--- src/rtl/seven_segment_to_binary.sv ---
// rtl/seven_segment_to_binary.sv - seven-segment pattern receiver: synchronize, debounce, decode to 0-9
module seven_segment_to_binary #(
   parameter int STABLE_CYCLES = 4
) (
   input  logic       i_Clk,
   input  logic       i_Rst_L,
   input  logic       i_Segment_A,
   input  logic       i_Segment_B,
   input  logic       i_Segment_C,
   input  logic       i_Segment_D,
   input  logic       i_Segment_E,
   input  logic       i_Segment_F,
   input  logic       i_Segment_G,
   output logic [3:0] o_Binary_Number,
   output logic       o_Valid,
   output logic       o_Locked,
   output logic       o_Blank,
   output logic       o_Invalid
);

   typedef enum logic {SETTLING = 1'b0, LOCKED = 1'b1} state_t;

   localparam logic [7:0] LAST_COUNT = 8'(STABLE_CYCLES - 1);

   logic [6:0] r_Sync1_q, r_Sync2_q, r_Prev_q;
   logic [7:0] r_Count_q, r_Count_d;
   state_t     state_q, state_d;
   logic [3:0] bin_q, bin_d;
   logic       valid_q, valid_d;
   logic       blank_q, blank_d;
   logic       invalid_q, invalid_d;
   logic       mismatch;
   logic [3:0] dec_bin;
   logic       dec_blank, dec_invalid;

   assign mismatch = (r_Sync2_q != r_Prev_q);

   // Decode looks at the synchronized pattern; it is only consumed when it equals r_Prev.
   always_comb begin
      dec_bin     = 4'h0;
      dec_blank   = 1'b0;
      dec_invalid = 1'b0;
      case (r_Sync2_q)
         7'h7E: dec_bin = 4'd0;
         7'h30: dec_bin = 4'd1;
         7'h6D: dec_bin = 4'd2;
         7'h79: dec_bin = 4'd3;
         7'h33: dec_bin = 4'd4;
         7'h5B: dec_bin = 4'd5;
         7'h5F: dec_bin = 4'd6;
         7'h70: dec_bin = 4'd7;
         7'h7F: dec_bin = 4'd8;
         7'h7B: dec_bin = 4'd9;
         7'h00: dec_blank = 1'b1;
         default: begin
            dec_bin     = 4'hF;
            dec_invalid = 1'b1;
         end
      endcase
   end

   always_comb begin
      state_d   = state_q;
      r_Count_d = r_Count_q;
      valid_d   = 1'b0;
      bin_d     = bin_q;
      blank_d   = blank_q;
      invalid_d = invalid_q;
      case (state_q)
         SETTLING: begin
            if (mismatch) begin
               r_Count_d = 8'd0;
            end else if (r_Count_q == LAST_COUNT) begin
               state_d   = LOCKED;
               valid_d   = 1'b1;
               bin_d     = dec_bin;
               blank_d   = dec_blank;
               invalid_d = dec_invalid;
            end else begin
               r_Count_d = r_Count_q + 8'd1;
            end
         end
         LOCKED: begin
            if (mismatch) begin
               state_d   = SETTLING;
               r_Count_d = 8'd0;
            end
         end
         default: state_d = SETTLING;
      endcase
   end

   always_ff @(posedge i_Clk or negedge i_Rst_L) begin
      if (!i_Rst_L) begin
         r_Sync1_q <= 7'h00;
         r_Sync2_q <= 7'h00;
         r_Prev_q  <= 7'h00;
         r_Count_q <= 8'd0;
         state_q   <= SETTLING;
         bin_q     <= 4'h0;
         valid_q   <= 1'b0;
         blank_q   <= 1'b0;
         invalid_q <= 1'b0;
      end else begin
         r_Sync1_q <= {i_Segment_A, i_Segment_B, i_Segment_C, i_Segment_D,
                       i_Segment_E, i_Segment_F, i_Segment_G};
         r_Sync2_q <= r_Sync1_q;
         r_Prev_q  <= r_Sync2_q;
         r_Count_q <= r_Count_d;
         state_q   <= state_d;
         bin_q     <= bin_d;
         valid_q   <= valid_d;
         blank_q   <= blank_d;
         invalid_q <= invalid_d;
      end
   end

   assign o_Binary_Number = bin_q;
   assign o_Valid         = valid_q;
   assign o_Locked        = (state_q == LOCKED);
   assign o_Blank         = blank_q;
   assign o_Invalid       = invalid_q;

endmodule
--- config.mk ---
export PLATFORM = sky130hd
export DESIGN_NAME = seven_segment_to_binary
export DESIGN_NICKNAME = d
export VERILOG_FILES = /design/src/rtl/seven_segment_to_binary.sv
export SDC_FILE = /design/constraint.sdc
export NUM_CORES = 1
export LEC_CHECK = 0
export CAP_MARGIN = 25
export CORE_UTILIZATION = 49
export CTS_CLUSTER_SIZE = 28
export DETAILED_ROUTE_END_ITERATION = 12
export GPL_ROUTABILITY_DRIVEN = 0
export PLACE_DENSITY = 0.81
export SKIP_LAST_GASP = 1
export SYNTH_ARGS = -nofsm -noshare
export SYNTH_HDL_FRONTEND = slang
export SYNTH_SLANG_ARGS = --single-unit
--- constraint.sdc ---
create_clock -name i_Clk -period 2.2 [get_ports i_Clk]
set_input_delay 0.44 -clock i_Clk [delete_from_list [all_inputs] [get_ports i_Clk]]
set_output_delay 0.44 -clock i_Clk [all_outputs]
set_load 0.005 [all_outputs]
* After elaboration in Yosys (flattened, before gate mapping)
Index checks and enable logic that the tools add are counted.
Widths: inputs -> output; s select.
** Cells by class
- Bitwise operators :: 2
- Add/subtract/negate cells :: 1
- Multiplexer cells :: 12
- Reductions and logical operators :: 5
- Eq/ne operators :: 14
** Operator list (count)
- $eq 7x7->1 const B :: 8
- $pmux 4 s10 :: 1
- $mux 8 :: 3
- $pmux 8 s2 :: 1
- $eq 7x6->1 const B :: 2
- $reduce_or 11->1 :: 1
- $add 8x1->8 const B :: 1
- $eq 8x2->1 const B :: 1
- $logic_not 7->1 :: 1
- $ne 7x7->1 :: 1
- $mux 1 :: 6
- $ne 3x3->1 const B :: 1
- $reduce_and 3->1 :: 1
- $ne 2x1->1 const B :: 1
- $not 1->1 :: 2
- $pmux 1 s2 :: 1
- $reduce_and 2->1 :: 1
- $reduce_or 2->1 :: 1
** Storage, ports and cells
- Register bits after elaboration :: 37
- Input port bits :: 9
- Logic and storage cells :: 43

* Depth between registers and ports, before layout
Gate-level depths: netlist of the first run.
- Depth in word-level cells :: 4
- Depth in mapped cells :: 7
- Depth with buffers taken out :: 6

* Worst setup path after synthesis of the first run
OpenSTA, ideal clock, no wires.
- Path kind :: register to register
- Start point :: register r_Sync2_q[4]
- End point :: register bin_q[0] (netlist: o_Binary_Number[0])
- Path buffers :: 2
- Stages on the path, launching flop included :: 8
- Period minus slack after synthesis :: 2115 ps
- Data required time :: 2075 ps
- Setup time :: 125 ps
- Arrival :: 1990 ps
- Path slack :: 85 ps
- Path through :: dfrtp_1 buf_6 xor2_1 nor4_2 nand4_2 or3_1 buf_6 mux2_4
** On the way
- Word-level cells in the longest chain between the ends :: 3
** RTL lines
- from (decl) :: line 25 : logic [6:0] r_Sync1_q, r_Sync2_q, r_Prev_q;
- from (signal assigned) :: line 107 : r_Sync2_q <= r_Sync1_q;
- $eq 7x7->1 (tied with other cells) :: line 43 : case (r_Sync2_q)
- $reduce_or 2->1 (no line) or $not 1->1 (tied branches)
- $pmux 4 s10 or $reduce_and 3->1 (tied branches)
- to (signal assigned) :: line 111 : bin_q <= bin_d;
- to (decl) :: line 28 : logic [3:0] bin_q, bin_d;
Parallel ways exist; a longest one is shown, timed or not.
A chain may end at the register's enable or synchronous reset.

* Worst setup path in the final report of the first run
- Start point :: register r_Sync2_q[4]
- End point :: register invalid_q (netlist: o_Invalid)
** On the way
- Word-level cells in the longest chain between the ends :: 3
** RTL lines
- $eq 7x7->1 (tied with other cells) :: line 43
- $reduce_or 11->1 (no line) or $not 1->1 (tied branches)
- $mux 1 or $reduce_and 3->1 (tied branches)
- to (signal assigned) :: line 114 : invalid_q <= invalid_d;
- to (decl) :: line 31 : logic invalid_q, invalid_d;
Parallel ways exist; a longest one is shown, timed or not.

==> flow_metrics.py, run 1 <==
metrics = {
    "detailed_routing": {
        "drt_wl_total_um": 2480,
        "drt_first_pass_iters": 8,
        "avgViaCountPerCell": 5.67,
        "drt-wirelength-per-cell_um": 14.3,
        "vias": 987,
        "drt-initial-drc-count": 33,
        "drc": 1,
        "antenna_violating_nets_post_route": 0,
    },
    "clock_network": {
        "clk_path_buf_depth": 2,
        "cts.htree.levels": 2,
        "clock_tree_root_buffer_cell": "sky130_fd_sc_hd__clkbuf_4",
        "cts.reportedPaths.clkPinSlew_ns": 0.10,
        "hold_buffers": 0,
        "clock_tree_from_tritoncts": "built",
        "clkLatencyLatePin_ns": 0.34,
        "post-cts-setup-buffers": 0,
        "post_cts.resized_instances": 0,
        "tritoncts.num_buffers": 5,
        "clock-sinks": 37,
    },
    "final_layout": {
        "postLayoutCoreUtil_pct": 63.9,
        "finalNetCount": 152,
        "layout-drive-gt1-share_pct": 14.0,
        "highest_count_cells_in_the_layout_ignoring_fill_and_taps": "37 x sky130_fd_sc_hd__dfrtp_1, 16 x sky130_fd_sc_hd__clkdlybuf4s50_1, 10 x sky130_fd_sc_hd__nor2_1, 8 x sky130_fd_sc_hd__xor2_1, 7 x sky130_fd_sc_hd__xnor2_1",
        "layout_commonest_cell": "sky130_fd_sc_hd__dfrtp_1",
        "design_area_um2": 1820,
        "antenna_cells": 0,
        "syn_to_final_growth_pct": 19.7,
    },
    "floorplan": {
        "die_y_um": 57.7,
        "design.die.area_um2": 3330,
        "rows": 19,
        "chipWidth_um": 57.7,
        "initial_core_utilization_pct": 53.3,
        "core_region_area_um2": 2850,
        "ios": 17,
    },
    "synthesis": {
        "yosysWarnings": 0,
        "post_synth.cell_area_avg_um2": 12.8,
        "synth.yosys.seq_area_share_pct": 60.9,
        "yosys-top-cells-area": "sky130_fd_sc_hd__dfrtp_1 61%, sky130_fd_sc_hd__mux2_4 4.9%, sky130_fd_sc_hd__xor2_1 4.6%",
        "synth_simple_gate_area_share_pct": 14.7,
        "main_combinational_cell_family_by_area_after_synthesis": "simple AND/OR/NAND/NOR gates",
        "synth.area.mux_share_pct": 6.25,
        "synth.lib_cells_used.distinct": 36,
        "post-synth-top-area-cell": "sky130_fd_sc_hd__dfrtp_1",
        "syn-instance-count": 119,
        "mappedNetlistNets": 129,
        "yosys_register_bits": 37,
        "synth_area_um2": 1520,
        "synthXorXnorAreaFrac_pct": 8.63,
        "synth_area_in_compound_gates_pct": 5.18,
        "synthAdderAreaFrac_pct": 0.822,
        "synth_top_area_share_pct": 60.9,
    },
    "critical_path": {
        "cp_data_arrival_time_ns": 2.26,
        "setup.worst_path.start_class": "register",
        "critical-path-max-stage-delay_ns": 0.53,
        "worst_setup_path_category": "reg2reg",
        "end_kind": "register",
        "slowest_stage": "sky130_fd_sc_hd__or3_1",
        "path_cells": "xor2_1, nor4_2, nand4_2, or3_1, mux2_4",
        "path_max_fanout": 7,
        "cp.buffers_inverters": 0,
        "cpLargestDelayFamily": "simple AND/OR/NAND/NOR gates",
        "critical_path_required_ns": 2.43,
        "register_to_register_setup_slack_ns": 0.17,
    },
    "outcome": {
        "status": "finished with violations",
        "violations": "design-rule violations",
    },
    "sta": {
        "postLayoutSetupSlackWorst_ns": 0.170,
        "slew_headroom_pct": 70.3,
        "timing.final.crit_share_pct": 92.3,
        "setup_repair_after_global_routing_missed_its_margin": "false",
        "report.final.hold_viol_count": 0,
        "timing.clock.skew_ns": 0.00838,
        "tightestPinTransition_ns": 0.443,
        "fmaxAchievable_mhz": 493,
        "timing_max_transition_violations_final": 0,
        "report.final.setup_viol": 0,
        "post_layout_min_period_ns": 2.03,
        "timing.setup.tns_ns": 0,
    },
    "global_route": {
        "grt_first_pass_wirelength_um": 4410,
        "grt_usage_pct": 18.2,
        "grt_max_degree": 38,
        "global_route.overflow_total": 0,
        "number_of_global_route_vias_before_repair": 981,
        "initial_antenna_violation_count": 0,
    },
    "place": {
        "pre_cts_ws_ns": 0.192,
        "detailed_place.area_um2": 1720,
        "place.port_buffers": 16,
        "detailed_place_hpwl_um": 1810,
    },
    "run": {
        "drv.max_cap_violation_count": 0,
    },
    "power": {
        "power_per_cell_area_nw_per_um2": 744,
        "worst_ir_drop_vdd_mv": 0.440,
        "power.leakage_nw": 0.838,
        "power_w": 0.00135,
    },
    "min_path": {
        "worst_hold_path_type": "reg2reg",
    },
}
final cells by class:
| type | instances | area [µm²] |
|---|---|---|
| clock inverters | 3 | 65.1 |
| inverters | 4 | 15.0 |
| flip-flops and latches | 37 | 926 |
| fillers | 223 | 1030 |
| repair buffers | 21 | 198 |
| multi-input cells | 73 | 542 |
| well taps | 31 | 38.8 |
| clock buffers | 5 | 37.5 |
synth_stat cells:
| cell type | instances |
|---|---|
| sky130_fd_sc_hd__dfrtp_1 | 37 |
| sky130_fd_sc_hd__a31oi_1 | 2 |
| sky130_fd_sc_hd__o2bb2ai_1 | 1 |
| sky130_fd_sc_hd__nand3b_1 | 1 |
| sky130_fd_sc_hd__a21oi_1 | 1 |
| sky130_fd_sc_hd__nor4_1 | 1 |
| sky130_fd_sc_hd__xor2_1 | 8 |
| sky130_fd_sc_hd__ha_1 | 1 |
| sky130_fd_sc_hd__buf_6 | 2 |
| sky130_fd_sc_hd__mux2i_1 | 2 |
| sky130_fd_sc_hd__o2111ai_1 | 1 |
| sky130_fd_sc_hd__buf_4 | 1 |
| sky130_fd_sc_hd__nor4_2 | 1 |
| sky130_fd_sc_hd__or3_1 | 2 |
| sky130_fd_sc_hd__nand2_1 | 5 |
| sky130_fd_sc_hd__a211oi_1 | 1 |
| sky130_fd_sc_hd__a22oi_1 | 1 |
| sky130_fd_sc_hd__and3_1 | 5 |
| sky130_fd_sc_hd__nor4b_1 | 2 |
| sky130_fd_sc_hd__nor2b_1 | 1 |
| sky130_fd_sc_hd__xnor2_1 | 7 |
| sky130_fd_sc_hd__nand4_2 | 1 |
| sky130_fd_sc_hd__buf_2 | 1 |
| sky130_fd_sc_hd__nand2b_1 | 1 |
| sky130_fd_sc_hd__o211ai_1 | 2 |
| sky130_fd_sc_hd__nor3_1 | 2 |
| sky130_fd_sc_hd__nand4_1 | 1 |
| sky130_fd_sc_hd__o22ai_1 | 1 |
| sky130_fd_sc_hd__and3b_1 | 1 |
| sky130_fd_sc_hd__nor2_1 | 10 |
| sky130_fd_sc_hd__inv_1 | 4 |
| sky130_fd_sc_hd__clkbuf_1 | 1 |
| sky130_fd_sc_hd__nand3_1 | 4 |
| sky130_fd_sc_hd__and4b_1 | 1 |
| sky130_fd_sc_hd__o21bai_1 | 1 |
| sky130_fd_sc_hd__mux2_4 | 5 |
metrics by stage:
stage,instances,hold slack [ns]
after floorplan,119,0.144
after global placement,166,0.331
after detailed placement,166,0.335
after CTS,174,0.359
after global routing,174,0.367
final,174,0.357
where the power goes:
group	switching [W]	leakage (nW)	internal (W)
clock network	0.000217	0.0552	0.000352
registers	0.0000155	0.468	0.000699
logic	0.0000377	0.314	0.0000335
logic make-up after synthesis:
group	Yosys count
multiplexers	7
flip-flops	37
XOR/XNOR	15
buffers and inverters	9
adder cells (fa/ha/maj)	1
AO/OA/AOI/OAI	11
AND/OR/NAND/NOR	39
registers in the layout, indices dropped and copies added (netlist names):
signal / flops
r_Count_q: 8
r_Prev_q: 7
r_Sync1_q: 7
r_Sync2_q: 7
o_Binary_Number: 4
o_Blank: 1
o_Invalid: 1
o_Locked: 1
o_Valid: 1
routing by layer:
metal	vias up	global-route usage [%]	routed length (µm)
met3	9	5.36	153
met2	42	29.7	1250
met1	480	22.1	1010
met4	0	9.18	65
met5	-	0	0
li1	456	-	-
final timing paths:
kind,startpoint,to,depth (start not counted)
max,r_Sync2_q[4],o_Invalid,5
min,r_Sync1_q[2],r_Sync2_q[2],0
max reg2reg,r_Sync2_q[4],o_Invalid,5
min reg2reg,r_Sync1_q[2],r_Sync2_q[2],0
max in group asynchronous,i_Rst_L,r_Count_q[0],2
min in group asynchronous,i_Rst_L,o_Binary_Number[2],2
No activity file was read; power rests on OpenSTA's default activity.
==> run 2, diff against run 1 <==
- CAP_MARGIN: 25 -> 20
- PLACE_DENSITY: 0.81 -> 0.74
==> flow_metrics.py, run 2 (synthesis results as in run 1) <==
metrics = {
    "outcome": {
        "status": "finished with violations",
        "violations": "design-rule violations",
    },
    "critical_path": {
        "worst_setup_path_startpoint": "r_Count_q[0]",
        "worst_r2r_startpoint": "r_Count_q[0]",
        "end_kind": "register",
        "register_to_register_setup_slack_ns": 0.17,
        "cp_data_arrival_time_ns": 2.27,
        "reg2reg_depth": 5,
        "path_max_fanout": 7,
        "rr_endpoint": "o_Invalid",
        "crit_end": "o_Invalid",
        "setup.worst_path.start_class": "register",
        "worst_setup_path_category": "reg2reg",
        "critical_path_required_ns": 2.44,
    },
    "power": {
        "power_w": 0.00126,
        "worst_ir_drop_vdd_mv": 0.648,
        "power.leakage_nw": 0.824,
        "power_per_cell_area_nw_per_um2": 697,
    },
    "clock_network": {
        "post-cts-setup-buffers": 0,
        "cts.htree.levels": 2,
        "clock-sinks": 37,
        "clock_tree_from_tritoncts": "built",
        "post_cts.resized_instances": 0,
        "clock_tree_root_buffer_cell": "sky130_fd_sc_hd__clkbuf_4",
        "cts.reportedPaths.clkPinSlew_ns": 0.12,
        "clkLatencyLatePin_ns": 0.34,
        "hold_buffers": 0,
        "tritoncts.num_buffers": 5,
        "clk_path_buf_depth": 2,
    },
    "detailed_routing": {
        "met2WireLength_um": 1130,
        "drt_first_pass_iters": 10,
        "wirelength_met1_um": 1110,
        "drc": 2,
        "antenna_violating_nets_post_route": 0,
        "drt-wirelength-per-cell_um": 14.0,
        "drt_wl_total_um": 2430,
        "vias": 991,
        "met3_wirelength_um": 134,
        "drt-initial-drc-count": 23,
        "avgViaCountPerCell": 5.70,
        "highest_layer_used_for_signal_routing": "met4",
    },
    "final_layout": {
        "largest_register_ffs": 8,
        "postLayoutCoreUtil_pct": 63.2,
        "layout-drive-gt1-share_pct": 14.0,
        "antenna_cells": 0,
        "highest_count_cells_in_the_layout_ignoring_fill_and_taps": "37 x sky130_fd_sc_hd__dfrtp_1, 16 x sky130_fd_sc_hd__clkdlybuf4s50_1, 10 x sky130_fd_sc_hd__nor2_1, 8 x sky130_fd_sc_hd__xor2_1, 7 x sky130_fd_sc_hd__xnor2_1",
        "largest-register": "r_Count_q",
        "layout_commonest_cell": "sky130_fd_sc_hd__dfrtp_1",
        "finalNetCount": 152,
        "syn_to_final_growth_pct": 18.5,
    },
    "sta": {
        "timing.clock.skew_ns": 0.0111,
        "fmaxAchievable_mhz": 491,
        "slew_headroom_pct": 70.7,
        "timing.setup.tns_ns": 0,
        "tightestPinTransition_ns": 0.437,
        "post_layout_min_period_ns": 2.03,
        "timing_max_transition_violations_final": 0,
        "report.final.setup_viol": 0,
        "hold_slack_ns": 0.358,
        "timing.final.crit_share_pct": 92.5,
        "report.final.hold_viol_count": 0,
        "setup_repair_after_global_routing_missed_its_margin": "false",
    },
    "floorplan": {
        "design.die.area_um2": 3330,
        "chipWidth_um": 57.7,
        "die_y_um": 57.7,
        "rows": 19,
        "core_region_area_um2": 2850,
        "initial_core_utilization_pct": 53.3,
        "ios": 17,
    },
    "global_route": {
        "grt_first_pass_wirelength_um": 4510,
        "global_route.overflow_total": 0,
        "grt_max_degree": 38,
        "initial_antenna_violation_count": 0,
        "grt_usage_pct": 18.4,
        "number_of_global_route_vias_before_repair": 1035,
    },
    "place": {
        "place.port_buffers": 16,
        "detailed_place_hpwl_um": 1700,
    },
    "min_path": {
        "worst_hold_path_type": "reg2reg",
    },
    "run": {
        "drv.max_cap_violation_count": 0,
    },
}
[run 2: cell count changes in the layout (fill, tap and decap cells not counted), sizes merged]
cell	before	now
bufinv	2	1
clkinvlp	0	1
[run 2: critical path: stages, from the launching register on]
cell	delay (ns)
sky130_fd_sc_hd__dfrtp_1	0.42
sky130_fd_sc_hd__ha_1	0.21
sky130_fd_sc_hd__nor4b_1	0.36
sky130_fd_sc_hd__nand2_1	0.09
sky130_fd_sc_hd__or3_1	0.49
sky130_fd_sc_hd__mux2_4	0.36
[run 2: how the worst min path moves through the flow]
| stage | slack (ns) | startpoint | cells past startpoint | end |
|---|---|---|---|---|
| finish | 0.36 | r_Sync1_q[4] | 0 | r_Sync2_q[4] |
| CTS | 0.36 | r_Sync1_q[4] | 0 | r_Sync2_q[4] |
| global placement | 0.33 | r_Sync1_q[0] | 0 | r_Sync2_q[0] |
| floorplan | 0.14 | i_Rst_L | 0 | o_Binary_Number[0] |
| detailed placement | 0.33 | r_Sync1_q[4] | 0 | r_Sync2_q[4] |
| global route | 0.37 | r_Sync1_q[1] | 0 | r_Sync2_q[1] |
[run 2: report_power, final]
part	switching (W)	leakage [nW]	total [W]	internal (W)
registers	0.0000158	0.468	0.000715	0.000699
logic	0.0000364	0.314	0.0000699	0.0000335
clock network	0.000231	0.0414	0.000472	0.000241
total	0.000283	0.824	0.00126	0.000973
[run 2: metal layers]
metal | vias to the layer above | GRT usage (%)
met2 | 35 | 28.7
met5 | - | 0
met4 | 0 | 9.52
met3 | 7 | 6.70
met1 | 494 | 22.6
li1 | 455 | -
[run 2: final cells by class]
type / count / area [µm²]
clock buffer: 5 / 37.5
timing repair buffer: 21 / 198
fill: 237 / 1050
multi-input combinational: 73 / 542
clock inverter: 3 / 46.3
inverter: 4 / 15.0
sequential: 37 / 926
tap: 31 / 38.8
[run 2: through the flow]
stage	setup WS (ns)	instance area, µm²	instances
after floorplan	0.0851	1520	119
after global placement	0.243	1720	166
after detailed placement	0.186	1720	166
after CTS	0.123	1800	174
after global routing	0.0330	1800	174
final	0.165	1800	174
==> variant 1, RTL diff (settings of run 2) <==
Remove the register `valid_q`: a continuous assignment takes its place, so the output `o_Valid` follows one clock earlier.
--- a/src/rtl/seven_segment_to_binary.sv
+++ b/src/rtl/seven_segment_to_binary.sv
@@ -98,7 +98,6 @@
          r_Count_q <= 8'd0;
          state_q   <= SETTLING;
          bin_q     <= 4'h0;
-         valid_q   <= 1'b0;
          blank_q   <= 1'b0;
          invalid_q <= 1'b0;
       end else begin
@@ -109,11 +108,12 @@
          r_Count_q <= r_Count_d;
          state_q   <= state_d;
          bin_q     <= bin_d;
-         valid_q   <= valid_d;
          blank_q   <= blank_d;
          invalid_q <= invalid_d;
       end
    end
+
+   assign valid_q = valid_d;
 
    assign o_Binary_Number = bin_q;
    assign o_Valid         = valid_q;
Check against the original RTL: not equivalent (a bounded check fails within 4 cycles, from zero or initial values and one cycle with i_Rst_L low).
==> variant 1 against run 2 <==
- power decreased by 3.3%
- largest power group unchanged
- highest routed layer unchanged
- first-iteration DRC count up 35%
- worst setup slack worse by 240 ps
- routed wire length fell by 0.25%
- non-clock buffer count grew 10
- register-to-register slack better by 40 ps
- cell area rose by 2.7%
- die area fell by 1.6%
- area after synthesis is 1.6% lower
- combinational power is 17% higher
- the flow finishes with violations (DRC, setup timing)
- clock skew shrank 3.7 ps
- largest cell class unchanged
- sequential cell count fell by 1
- sequential share of layout area down 2.7 points
- synthesized cell count decreased by 0.84%
==> variant 1: results (changes against run 2) <==
[synthesis]
synth_nets = 128  ; -0.78%
synth.most_common_cell = dfrtp_1
netlist-cell-type-count = 36  ; unchanged
synth_seq_cells = 36  ; -2.7%
synth_compound_area_share_pct = 5.27  ; +0.087 points
synth.area.mux_share_pct = 6.35  ; +0.10 points
synthCells = 118  ; -0.84%
synthAdderAreaFrac_pct = 0.836  ; +0.014 points
synth_xor_area_share_pct = 8.78  ; +0.14 points
synth.area.top_cells = dfrtp_1, mux2_4, xor2_1, xnor2_1, nor2_1
synth_common_cells = dfrtp_1, nor2_1, xor2_1

[drt]
met2WireLength_mm = 1.12  ; -0.80%
drt-wirelength-per-cell_um = 13.3  ; -5.2%
met3_length_um = 160  ; +19%
drc = 2  ; unchanged
finalWirelength_mm = 2.43  ; -0.25%
drt-pass1-iter-count = 8  ; -2
wl_met1_mm = 1.09  ; -1.4%
vias = 974  ; -1.7%
drt_iter0_markers = 31  ; +35%

[global_routing]
grt_max_degree = 37  ; -2.6%
use_met3_pct = 8.16  ; +1.5 points
grt_pass1_vias = 982  ; -5.1%
track_usage_pct = 18.5  ; +0.071 points
met2_usage_pct = 28.4  ; -0.33 points
gr-usage-met1_pct = 22.7  ; +0.026 points
grt_pass1_wl_mm = 4.37  ; -3.2%

[sta]
finalSetupViolCount = 1  ; +1
worst_slew_pin_slew_ps = 469  ; +32.6 ps
tns_ps = -73.1  ; -73.1 ps
finalWorstSetupSlack_ps = -73.1  ; -239 ps
skew_ps = 7.42  ; -3.66 ps

[placed_design]
post-dp-hpwl_mm = 1.72  ; +1.3%
dp_slack_ps = -180  ; -366 ps
dp_cells = 175  ; +5.4%

[setup_path]
critPathTopFamily = simple AND/OR/NAND/NOR gates
crit_slowest_cell = dfrtp_1
worstReg2RegStart = r_Sync2_q[1]
crit_arrival_ps = 1830  ; -440 ps
critPathLaunch = r_Sync2_q[3]
crit_path_max_incr_delay_ps = 400  ; -90 ps
worstPathMaxFanout = 2  ; -5

[power]
p_leak_nw = 0.860  ; +4.4%
ir_worst_vdd_mv = 0.402  ; -38%

[final_layout]
clkCellAreaFrac_pct = 4.12  ; -0.53 points
nNonClkBuffers = 31  ; +48%
multi_input_area_share_pct = 29.9  ; -0.18 points
fillers = 209  ; -12%
area_share_nonclk_buffers_pct = 14.5  ; +3.5 points
drive_gt1_share_pct = 21.7  ; +7.7 points
sh_seq_area_pct = 48.6  ; -2.7 points
nClkBuffers = 6  ; +1

[clock_network]
clk_pin_slew_worst_paths_ps = 100  ; -20 ps
post_cts_resized = 7  ; +7
htree_num_levels = 2  ; unchanged

[worst_hold_path]
worstHoldStart = r_Sync1_q[0]

[outcome]
violations = DRC, setup timing
outcome = complete, but fails checks

[variant 1: metrics by stage]
| stage | util, % | hold slack (ps) | area [µm²] |
|---|---|---|---|
| finish | 65.5 | 359 | 1850 |
| global route | 65.5 | 378 | 1850 |
| CTS | 65.5 | 363 | 1850 |
| detailed placement | 62.5 | 338 | 1770 |
| global placement | 62.5 | 333 | 1770 |
| floorplan | - | 144 | 1500 |
[variant 1: where the power goes]
part	internal [W]	total, W	switching [W]	leakage (nW)
Clock	0.000238	0.000443	0.000205	0.0422
Combinational	0.0000384	0.0000817	0.0000433	0.364
Sequential	0.000681	0.000690	0.00000940	0.454
[variant 1: path summary, 6_finish.rpt]
kind,end,slack [ps],depth (start not counted)
min,r_Sync2_q[0],360,0
max reg2reg,o_Binary_Number[3],210,5
min reg2reg,r_Sync2_q[0],360,0
max,o_Valid,-70,6
max in group asynchronous,o_Locked,1400,2
min in group asynchronous,o_Blank,490,2
==> variant 2, RTL diff (flow settings as in run 2) <==
Without the edit above. Put one more register stage on the output `o_Invalid`, cleared by the reset. The value now appears one clock later. The other outputs are not delayed to match.
--- a/src/rtl/seven_segment_to_binary.sv
+++ b/src/rtl/seven_segment_to_binary.sv
@@ -119,6 +119,12 @@
    assign o_Valid         = valid_q;
    assign o_Locked        = (state_q == LOCKED);
    assign o_Blank         = blank_q;
-   assign o_Invalid       = invalid_q;
+   always_ff @(posedge i_Clk or negedge i_Rst_L) begin
+      if (!i_Rst_L) begin
+         o_Invalid <= '0;
+      end else begin
+         o_Invalid <= invalid_q;
+      end
+   end
 
 endmodule
Formal check against the unedited RTL: not equivalent (a bounded check fails within 10 cycles, from zero or initial values and one cycle with i_Rst_L low).
==> variant 2 against run 2 <==
- area after synthesis is 1.4% higher
- routed wire length is 2.6% higher
- cell area is 1.9% higher
- combinational power hardly changed
- power is 1.5% higher
- sequential cell count is 1 higher
- worst setup slack better by 29 ps
- clock skew is 4.1 ps lower
==> variant 2: results (changes against run 2) <==
[outcome]
outcome = finished clean

[global_routing]
grt_pass1_vias = 971  ; -6.2%
antenna_found_initial = 0  ; unchanged
track_usage_pct = 17.7  ; -0.69 points
grt_max_degree = 39  ; +2.6%
grt_pass1_wl_mm = 4.30  ; -4.7%
gr-usage-met1_pct = 21.0  ; -1.7 points
met2_usage_pct = 28.7  ; about the same
use_met3_pct = 6.70  ; unchanged

[power]
p_leak_nw = 0.827  ; +0.36%
ir_worst_vdd_mv = 0.558  ; -14%

[synthesis]
synth_nets = 128  ; -0.78%
synthCells = 118  ; -0.84%
netlist-cell-type-count = 35  ; -2.8%
synth_common_cells = dfrtp_1, nor2_1, xnor2_1
synth.area.top_cells = dfrtp_1, mux2_4, xnor2_1, xor2_1, nor2_1
yosysSeqAreaShare_pct = 61.6  ; +0.78 points
synth-edff-count = 0  ; unchanged
yosys_warnings = 0  ; unchanged
async_reset_ff_share_pct = 100  ; unchanged

[final_layout]
nNetsFinal = 151  ; -0.66%
largest_reg_flops = 8  ; unchanged
drive_gt1_share_pct = 14.1  ; +0.098 points
fillers = 221  ; -6.8%
regMostFlops = r_Count_q

[drt]
wl_met1_mm = 1.14  ; +2.8%
drt-wirelength-per-cell_um = 13.6  ; -3.0%
drt-pass1-iter-count = 4  ; -6
drt_iter0_markers = 35  ; +52%
met3_length_um = 146  ; +9.0%
vias = 956  ; -3.5%
drt-vias-per-instance = 5.20  ; -8.8%
met2WireLength_mm = 1.14  ; +0.97%
top_layer_used = met4

[setup_path]
worstReg2RegStart = r_Sync2_q[4]
ff2ff_setup_slack_ps = 190  ; +30 ps
rr_worst_depth = 5  ; unchanged
critPathTopFamily = simple AND/OR/NAND/NOR gates
crit_path_max_incr_delay_ps = 540  ; +50 ps
r2r-end = o_Binary_Number[0]
worstPathMaxFanout = 7  ; unchanged
crit_arrival_ps = 2240  ; -30 ps
crit_slowest_cell = or3_1

[sta]
skew_ps = 7.00  ; -4.08 ps
worst_slew_pin_slew_ps = 455  ; +18.2 ps

[clock_network]
htree_num_levels = 2  ; unchanged
cts_buffers = 5  ; unchanged
clockBufferDepth = 2  ; unchanged
root_buffer = clkbuf_4
clk_pin_slew_worst_paths_ps = 120  ; about the same
cts_setup_buffers = 0  ; unchanged

[worst_hold_path]
worstHoldEndpoint = r_Sync2_q[6]
holdPathStages = 0  ; unchanged
worstHoldStart = r_Sync1_q[6]
hp-class = flip-flop to flip-flop

[floorplan]
num_rows = 19  ; unchanged

[placed_design]
post-dp-hpwl_mm = 1.75  ; +3.1%
dp_cells = 176  ; +6.0%

==> variant 2: cell count changes after synthesis, sizes merged <==
cell	before	now
and3	5	3
and4b	1	3
dfrtp	37	38
nand3	4	3
nor2b	1	0
xnor2	7	8
xor2	8	7
==> variant 2: metrics by stage <==
stage          instance area [µm²]  power [W]  worst slack, ps  hold WS [ps]
2_1_floorplan                 1540   0.000780             85.1           144
4_1_cts                       1840    0.00129              190           362
5_1_grt                       1840    0.00134             63.3           374
3_3_place_gp                  1750   0.000814              253           332
6_report                      1840    0.00128              194           364
3_5_place_dp                  1750   0.000819              209           336
==> variant 2: worst max path at each step <==
stage / endpoint / slack [ps] / cells after the start
floorplan: invalid_q / 90 / 7
global placement: o_Binary_Number[3] / 250 / 5
detailed placement: o_Binary_Number[0] / 210 / 5
CTS: o_Binary_Number[0] / 190 / 5
global route: o_Binary_Number[3] / 60 / 5
finish: o_Binary_Number[0] / 190 / 5
==> variant 2: where the power goes <==
group	switching (W)	total (W)	internal [W]
sequential	0.0000163	0.000734	0.000718
clock	0.000233	0.000471	0.000238
combinational	0.0000365	0.0000700	0.0000335
==> variant 2: final cells by class <==
| class | count | area [µm²] | area share (%) |
|---|---|---|---|
| Inverter | 4 | 15.0 | 0.817 |
| Sequential cell | 38 | 951 | 51.8 |
| Tap cell | 42 | 52.6 | 2.86 |
| Multi-Input combinational cell | 71 | 538 | 29.3 |
| Clock inverter | 3 | 45.0 | 2.45 |
| Clock buffer | 5 | 37.5 | 2.04 |
| Timing Repair Buffer | 21 | 198 | 10.8 |
==> variant 2: cell families after synthesis <==
group                      share of synthesized area (%)
DFF                                                 61.6
and+or+nand+nor                                     14.3
xor gates and xnor gates                            8.52
AOI/OAI and AO/OA                                   5.11
buffers and inverters                               3.49
muxes                                               6.16
adders and majority gates                          0.811
